File: src/rtl/opcode_data_tx.sv
// Serial transmitter for opcode/data pairs: start, opcode (LSB first), data (LSB first),
// optional even-parity bit, stop. Define TX_PARITY_EN to include the parity bit.
module opcode_data_tx #(
    parameter int BIT_CYCLES = 4
) (
    input  logic       clk,
    input  logic       reset,
    input  logic       in_valid,
    output logic       in_ready,
    input  logic [7:0] opcode,
    input  logic [7:0] data,
    output logic       tx_serial,
    output logic       tx_busy,
    output logic       frame_done
);

    localparam int CW = $clog2(BIT_CYCLES + 1);
    localparam logic [CW-1:0] LAST = CW'(BIT_CYCLES - 1);

    localparam logic [2:0] ST_IDLE   = 3'd0;
    localparam logic [2:0] ST_START  = 3'd1;
    localparam logic [2:0] ST_OPCODE = 3'd2;
    localparam logic [2:0] ST_DATA   = 3'd3;
    localparam logic [2:0] ST_STOP   = 3'd4;
`ifdef TX_PARITY_EN
    localparam logic [2:0] ST_PARITY = 3'd5;
`endif

    logic [2:0]    state, state_n;
    logic [CW-1:0] cnt, cnt_n;
    logic [2:0]    bit_idx, bit_n;
    logic [7:0]    op_q, dat_q;
`ifdef TX_PARITY_EN
    logic          par_q;
`endif
    logic          handshake;
    logic          last;
    logic          line_n;

    assign handshake = in_valid && in_ready;
    assign last      = (cnt == LAST);

    always_comb begin
        state_n = state;
        cnt_n   = cnt;
        bit_n   = bit_idx;
        if (state == ST_IDLE) begin
            if (handshake) begin
                state_n = ST_START;
                cnt_n   = '0;
                bit_n   = '0;
            end
        end else if (!last) begin
            cnt_n = cnt + CW'(1);
        end else begin
            cnt_n = '0;
            case (state)
                ST_START:  state_n = ST_OPCODE;
                ST_OPCODE: begin
                    bit_n = bit_idx + 3'd1;
                    if (bit_idx == 3'd7) state_n = ST_DATA;
                end
                ST_DATA: begin
                    bit_n = bit_idx + 3'd1;
`ifdef TX_PARITY_EN
                    if (bit_idx == 3'd7) state_n = ST_PARITY;
`else
                    if (bit_idx == 3'd7) state_n = ST_STOP;
`endif
                end
`ifdef TX_PARITY_EN
                ST_PARITY: state_n = ST_STOP;
`endif
                default:   state_n = ST_IDLE;
            endcase
        end
    end

    // Line level is computed from the upcoming state so every output stays a flop.
    always_comb begin
        line_n = 1'b1;
        case (state_n)
            ST_START:  line_n = 1'b0;
            ST_OPCODE: line_n = op_q[bit_n];
            ST_DATA:   line_n = dat_q[bit_n];
`ifdef TX_PARITY_EN
            ST_PARITY: line_n = par_q;
`endif
            default:   line_n = 1'b1;
        endcase
    end

    always_ff @(posedge clk) begin
        if (reset) begin
            state      <= ST_IDLE;
            cnt        <= '0;
            bit_idx    <= '0;
            op_q       <= '0;
            dat_q      <= '0;
`ifdef TX_PARITY_EN
            par_q      <= 1'b0;
`endif
            tx_serial  <= 1'b1;
            tx_busy    <= 1'b0;
            in_ready   <= 1'b1;
            frame_done <= 1'b0;
        end else begin
            state   <= state_n;
            cnt     <= cnt_n;
            bit_idx <= bit_n;
            if (handshake) begin
                op_q  <= opcode;
                dat_q <= data;
`ifdef TX_PARITY_EN
                par_q <= ^data;
`endif
            end
            tx_serial  <= line_n;
            tx_busy    <= (state_n != ST_IDLE);
            in_ready   <= (state_n == ST_IDLE);
            frame_done <= (state_n == ST_STOP) && (cnt_n == LAST);
        end
    end

endmodule

File: config.mk
export PLATFORM = sky130hd
export DESIGN_NAME = opcode_data_tx
export DESIGN_NICKNAME = d
export VERILOG_FILES = /design/src/rtl/opcode_data_tx.sv
export SDC_FILE = /design/constraint.sdc
export NUM_CORES = 1
export LEC_CHECK = 0
export ABC_AREA = 1
export CAP_MARGIN = 20
export CORE_MARGIN = 1.5
export CORE_UTILIZATION = 35
export DETAILED_ROUTE_END_ITERATION = 10
export GPL_ROUTABILITY_DRIVEN = 0
export PLACE_DENSITY = 0.69
export SYNTH_ARGS = -nofsm -noshare
export SYNTH_HDL_FRONTEND = slang
export SYNTH_SLANG_ARGS = --single-unit
File: constraint.sdc
create_clock -name clk -period 1.37 [get_ports clk]
set_input_delay 0.274 -clock clk [delete_from_list [all_inputs] [get_ports clk]]
set_output_delay 0.274 -clock clk [all_outputs]
set_load 0.03 [all_outputs]
==> results.cfg, run 1 <==
[route]
wire_per_inst_um = 10.9
drt-initial-drc-count = 25
via_per_inst = 4.66
drc = 0
drt_wl_total_um = 3060
vias = 1314
drtPass1Iterations = 4
antenna_left = 0

[cells_and_area]
fin_cells = 282
regArea_um2 = 589
n_antenna_cell = 0
finalInstanceArea_um2 = 2020
drive_gt1_share_pct = 28.6
fillCellCount = 361
utilization_pct = 54.9
area_delta_synth_final_pct = 48.6
multiInputGateArea_um2 = 752
fin_nets = 255

[setup_path]
critPathArrivalTime_ns = 1.69
r2r_end = tx_serial
crit_path_max_fanout = 6
path_common_cell = nand3_1
critical_path_required_ns = 1.54
end_kind = flop
endpoint = tx_serial
critical_path_class = reg -> reg
crit_start = cnt[1]
slowest_stage = dfxtp_2
path_cells = ha_4 -> inv_4 -> nor2_4 -> nand2_2 -> nor2_1 -> nor2_2 -> inv_1 -> nand3_1 -> nand3_1 -> nand3_1
reg2reg_slack_ns = -0.15
start_kind = flop
cp_slowest_stage_delay_ns = 0.35
rr_worst_depth = 10
regToRegStartpoint = cnt[1]

[clock_network]
insertion_delay_ns = 0.28
cts_buffers = 5
cts_root_buf = clkbuf_8
cts_tree = built
htreeDepth = 2
ctsLongestPathBuffers = 2
clock_sink_count = 29
path_clk_slew_ns = 0.06

[logic_synthesis]
yosys-top-cells-area = dfxtp_1 (43%), nand3_1 (7.7%), inv_1 (6.6%)
ys_types = 24
syn_avg_cell_area_um2 = 7.45
ys_seq_area_share_pct = 42.6
synth_nets = 205
synth_cells = 183
yosys_warnings = 0
synth_top_cell_by_area = dfxtp_1
synth_top_cell_area_share_pct = 42.6
netlist_area_um2 = 1360
ys_ff_latch = 29

[die]
coreArea_um2 = 3690
die_height_um = 65.4
top_level_ports = 23
die-area_um2 = 4280
start_util_pct = 36.9
placementRows = 22
chipWidth_um = 65.4

[pwr]
internal-power_mw = 1.52
p_leak_nw = 0.832
ir_worst_vdd_uv = 654
powerDensity_nw_per_um2 = 994
power_frac_seq_pct = 45.8
power_frac_comb_pct = 16.3
power_frac_clock_pct = 37.9
p_sw_mw = 0.494
swShare_pct = 24.6

[timing]
worst_pin_slew_ns = 0.298
setup_viol = 4
fmax_mhz = 656
slew_headroom_pct = 80.2
post-route-period-util_pct = 111
finalMaxSlewViolations = 0
setup_ws_ns = -0.154
skew_ns = 0.00218
post-route-min-period_ns = 1.52
hold_viol = 0
grt_setup_unrepaired = yes
totalNegativeSetupSlack_ns = -0.340

[global_routing]
grt_remaining_overflow = 0
grt_start_max_net_pins = 29
grt_pass1_vias = 1187
grt_usage_pct = 15.3
antenna_found_initial = 0
grt_pass1_wl_um = 5020

[placed_design]
preCtsSetupSlack_ns = -0.368
place_area_um2 = 1860
io_buffers = 22
place_hpwl_um = 2260
dp_cells = 271

[hold_path]
hp-class = reg -> reg
min_path_cells = 2

[run]
maxCapViolations = 0

[outcome]
outcome = finished, violations left
violations = negative setup slack
-- metal layers --
| metal | vias up | wire [µm] | track usage (%) | share of wire [%] |
|---|---|---|---|---|
| met5 | - | 0 | 0 | 0 |
| li1 | 697 | - | - | - |
| met2 | 22 | 1450 | 25.3 | 47 |
| met4 | 0 | 51 | 7.03 | 1.7 |
| met3 | 7 | 108 | 3.60 | 3.5 |
| met1 | 588 | 1450 | 19.0 | 48 |
-- cell type report --
class,instances,share of cell area (%)
Sequential cell,29,29.1
Clock buffer,7,4.76
Clock inverter,1,0.247
Inverter,27,5.25
Tap cell,48,2.97
Multi-Input combinational cell,123,37.1
Timing Repair Buffer,47,20.5
-- critical path: cells and delay by family, from the launching register on --
family	cells	cell delay, ns
buffers and inverters	2	0.14
adder cells (fa/ha/maj)	1	0.16
flip-flops	1	0.35
AND/OR/NAND/NOR	7	0.78
-- layout by cell type (no fill, tap or decap), types with 2 or more instances in the layout --
cell             instances
dfxtp_1                 24
buf_4                   24
inv_1                   23
nand3_1                 21
nor2_1                  20
nand2_1                 19
clkdlybuf4s50_1         18
o21ai_0                 16
a21oi_1                 13
clkbuf_8                 7
nor2_2                   4
nand2_2                  4
nand3b_1                 4
dfxtp_2                  4
dlygate4sd2_1            4
nor2_4                   3
nand2_4                  3
ha_4                     3
inv_2                    2
nand3_4                  2
inv_4                    2
a21oi_2                  2
o22ai_1                  2
-- how the worst min path moves through the flow --
stage                  start  slack [ns]  endpoint
floorplan           dat_q[1]        0.43  dat_q[1]
global placement     op_q[7]        0.44   op_q[7]
detailed placement   op_q[7]        0.45   op_q[7]
CTS                 dat_q[5]        0.46  dat_q[5]
global route         op_q[5]        0.48   op_q[5]
finish              dat_q[5]        0.45  dat_q[5]
-- through the flow --
stage	power [mW]	hold WS [ns]
after floorplan	1.10	0.430
after global placement	1.26	0.443
after detailed placement	1.26	0.446
after CTS	2.03	0.458
after global routing	2.11	0.478
final	2.01	0.453
-- power groups by stage --
stage	Clock, mW	Sequential, mW	Combinational, mW
6_report	0.763	0.921	0.328
5_1_grt	0.822	0.926	0.363
4_1_cts	0.784	0.922	0.325
3_5_place_dp	0	0.941	0.323
3_3_place_gp	0	0.939	0.318
2_1_floorplan	0	0.951	0.154
-- Yosys cell counts, drive strengths merged --
cell type,instances
nand3,23
nor4,1
nand2,26
ha,3
o21ai,19
nor2,27
clkbuf,5
o22ai,2
o211ai,1
inv,27
a22oi,1
nand3b,4
a21oi,15
dfxtp,29
-- cell families after synthesis --
kind of cell               synth area share [%]
buffers and inverters                      8.82
adders and majority gates                  2.76
AOI/OAI and AO/OA                          15.1
and+or+nand+nor                            30.8
DFF                                        42.6
-- registers in the layout (all words and copies together) (netlist names), 3 cells and up --
name and flops:
bit_idx 3, op_q 8, cnt 3, state 3, dat_q 8
-- repair_timing --
action / CTS / global route
resized for setup: 7 / 8
endpoints found under the hold margin: 0 / 0
gates cloned: 1 / 0
buffers inserted: 1 / 1
hold buffers: 0 / 0
setup endpoints to repair: 9 / 10
pin swaps: 3 / 1
No activity file was read; power rests on OpenSTA's default activity.
==> run 2, diff against run 1 <==
- GPL_TIMING_DRIVEN: default -> 1
==> results of run 2 <==
Same layout as run 1: the final DEF is identical, and so are final timing and power.
==> run 3, diff against run 2 <==
- CELL_PAD_IN_SITES_DETAIL_PLACEMENT: default -> 1
- CELL_PAD_IN_SITES_GLOBAL_PLACEMENT: default -> 1
- CORE_UTILIZATION: 35 -> 34
- PLACE_DENSITY: 0.69 -> 0.85
==> results.cfg, run 3 (synthesis gave the netlist of run 1 again) <==
[timing]
skew_ns = 0.00898
finalMaxSlewViolations = 0
grt_setup_unrepaired = yes
worst_pin_slew_ns = 0.314
slew_headroom_pct = 79.1
setup_ws_ns = -0.267
totalNegativeSetupSlack_ns = -0.970
post-route-period-util_pct = 120
post-route-min-period_ns = 1.64
fmax_mhz = 611
hold_viol = 0
setup_viol = 6

[setup_path]
reg2reg_slack_ns = -0.27
critical_path_required_ns = 1.59
regToRegStartpoint = cnt[1]
critPathArrivalTime_ns = 1.86
rr_worst_depth = 11
crit_path_max_fanout = 8
start_kind = flop
end_kind = flop
critical_path_class = reg -> reg
r2r_end = tx_serial

[placed_design]
place_hpwl_um = 3180
io_buffers = 22
preCtsSetupSlack_ns = -0.432
dp_cells = 272

[hold_path]
min_path_cells = 2
hp-class = reg -> reg
hp-start = op_q[7]
hold_path_end = op_q[7]

[clock_network]
cts_tree = built
ctsHoldBuffers = 0
htreeDepth = 2
path_clk_slew_ns = 0.06
ctsLongestPathBuffers = 2
clock_sink_count = 29
cts_root_buf = clkbuf_8
insertion_delay_ns = 0.28
cts_buffers = 5

[route]
wire_per_inst_um = 15.8
drt_wl_total_um = 4490
vias = 1465
drtPass1Iterations = 4
antenna_left = 0
drt-initial-drc-count = 48
drc = 0
via_per_inst = 5.16

[cells_and_area]
fin_cells = 284
final_common_cell = buf_4
fin_nets = 257
n_antenna_cell = 0
layout_common_cells = buf_4 (25), inv_1 (22), dfxtp_1 (22)
top_regs = dat_q (8), op_q (8)
drive_gt1_share_pct = 31.8
fillCellCount = 463
utilization_pct = 55.1
area_delta_synth_final_pct = 51.5

[global_routing]
antenna_found_initial = 0
grt_pass1_wl_um = 7170
grt_usage_pct = 22.1
grt_start_max_net_pins = 29
grt_pass1_vias = 1552
grt_remaining_overflow = 0

[run]
maxCapViolations = 0

[pwr]
finalPower_mw = 2.00
powerDensity_nw_per_um2 = 968
p_leak_nw = 0.854
ir_worst_vdd_uv = 597

[die]
top_level_ports = 23
start_util_pct = 36.4
placementRows = 22
die_height_um = 66.3
die-area_um2 = 4400
coreArea_um2 = 3740
chipWidth_um = 66.3

[outcome]
outcome = finished, violations left
violations = negative setup slack
[run 3: cell types whose count changed in the layout (fill, tap and decap cells not counted), moves of 2 or more]
cell	change
inv_2	+3
dfxtp_1	-2
inv_4	-2
clkbuf_1	+2
dfxtp_2	+2
o21ai_2	+2
[run 3: power breakdown]
group | internal, mW | total (mW) | leakage (nW) | switching, mW
registers | 0.901 | 0.926 | 0.242 | 0.0251
logic | 0.171 | 0.358 | 0.567 | 0.187
clock network | 0.409 | 0.715 | 0.0455 | 0.306
total | 1.48 | 2.00 | 0.854 | 0.519
[run 3: metrics by stage]
stage	hold WS, ns	cell area (µm²)
after global placement	0.443	1880
after floorplan	0.430	1410
after detailed placement	0.454	1880
after CTS	0.465	2000
final	0.458	2060
after global routing	0.491	2060
[run 3: cell type report]
type                    instances  area (µm²)  share of cell area, %
inverters                      27         101                   4.91
well taps                      48        60.1                   2.91
clock buffers                   8        90.1                   4.36
flip-flops and latches         29         592                   28.7
multi-input cells             123         778                   37.7
repair buffers                 49         443                   21.5
[run 3: worst max path at each step]
stage | startpoint | to | slack [ns] | cells after the start
after floorplan | cnt[1] | tx_serial | -0.02 | 12
after CTS | cnt[1] | tx_serial | -0.19 | 12
final | cnt[1] | tx_serial | -0.27 | 11
after detailed placement | in_valid | tx_serial | -0.43 | 10
after global placement | in_valid | tx_serial | -0.34 | 10
after global routing | cnt[1] | tx_serial | -0.32 | 10
[run 3: worst max-delay path, stage by stage, from the launching register on]
cell     delay, ns
dfxtp_2       0.35
ha_4          0.14
inv_2         0.04
nor2_4        0.18
nand2_4       0.11
nand3_4       0.14
nand2_4       0.10
nand2_1       0.10
nand3_1       0.12
nand3_1       0.12
nand3_1       0.09
nand3_1       0.08
[run 3: timing repair]
| action | 4_1_cts | 5_1_grt |
|---|---|---|
| pin swaps | 4 | 3 |
| setup buffers | 2 | 1 |
| gates cloned | 1 | 0 |
| gates resized for setup | 10 | 12 |
| setup endpoints to repair | 12 | 13 |
[run 3: routing by layer]
layer,GRT usage [%],part of all wire [%],up-vias
li1,-,-,704
met1,24.7,40,708
met2,38.8,53,40
met3,4.94,3.9,13
met4,11.5,3.3,0
met5,0,0,-
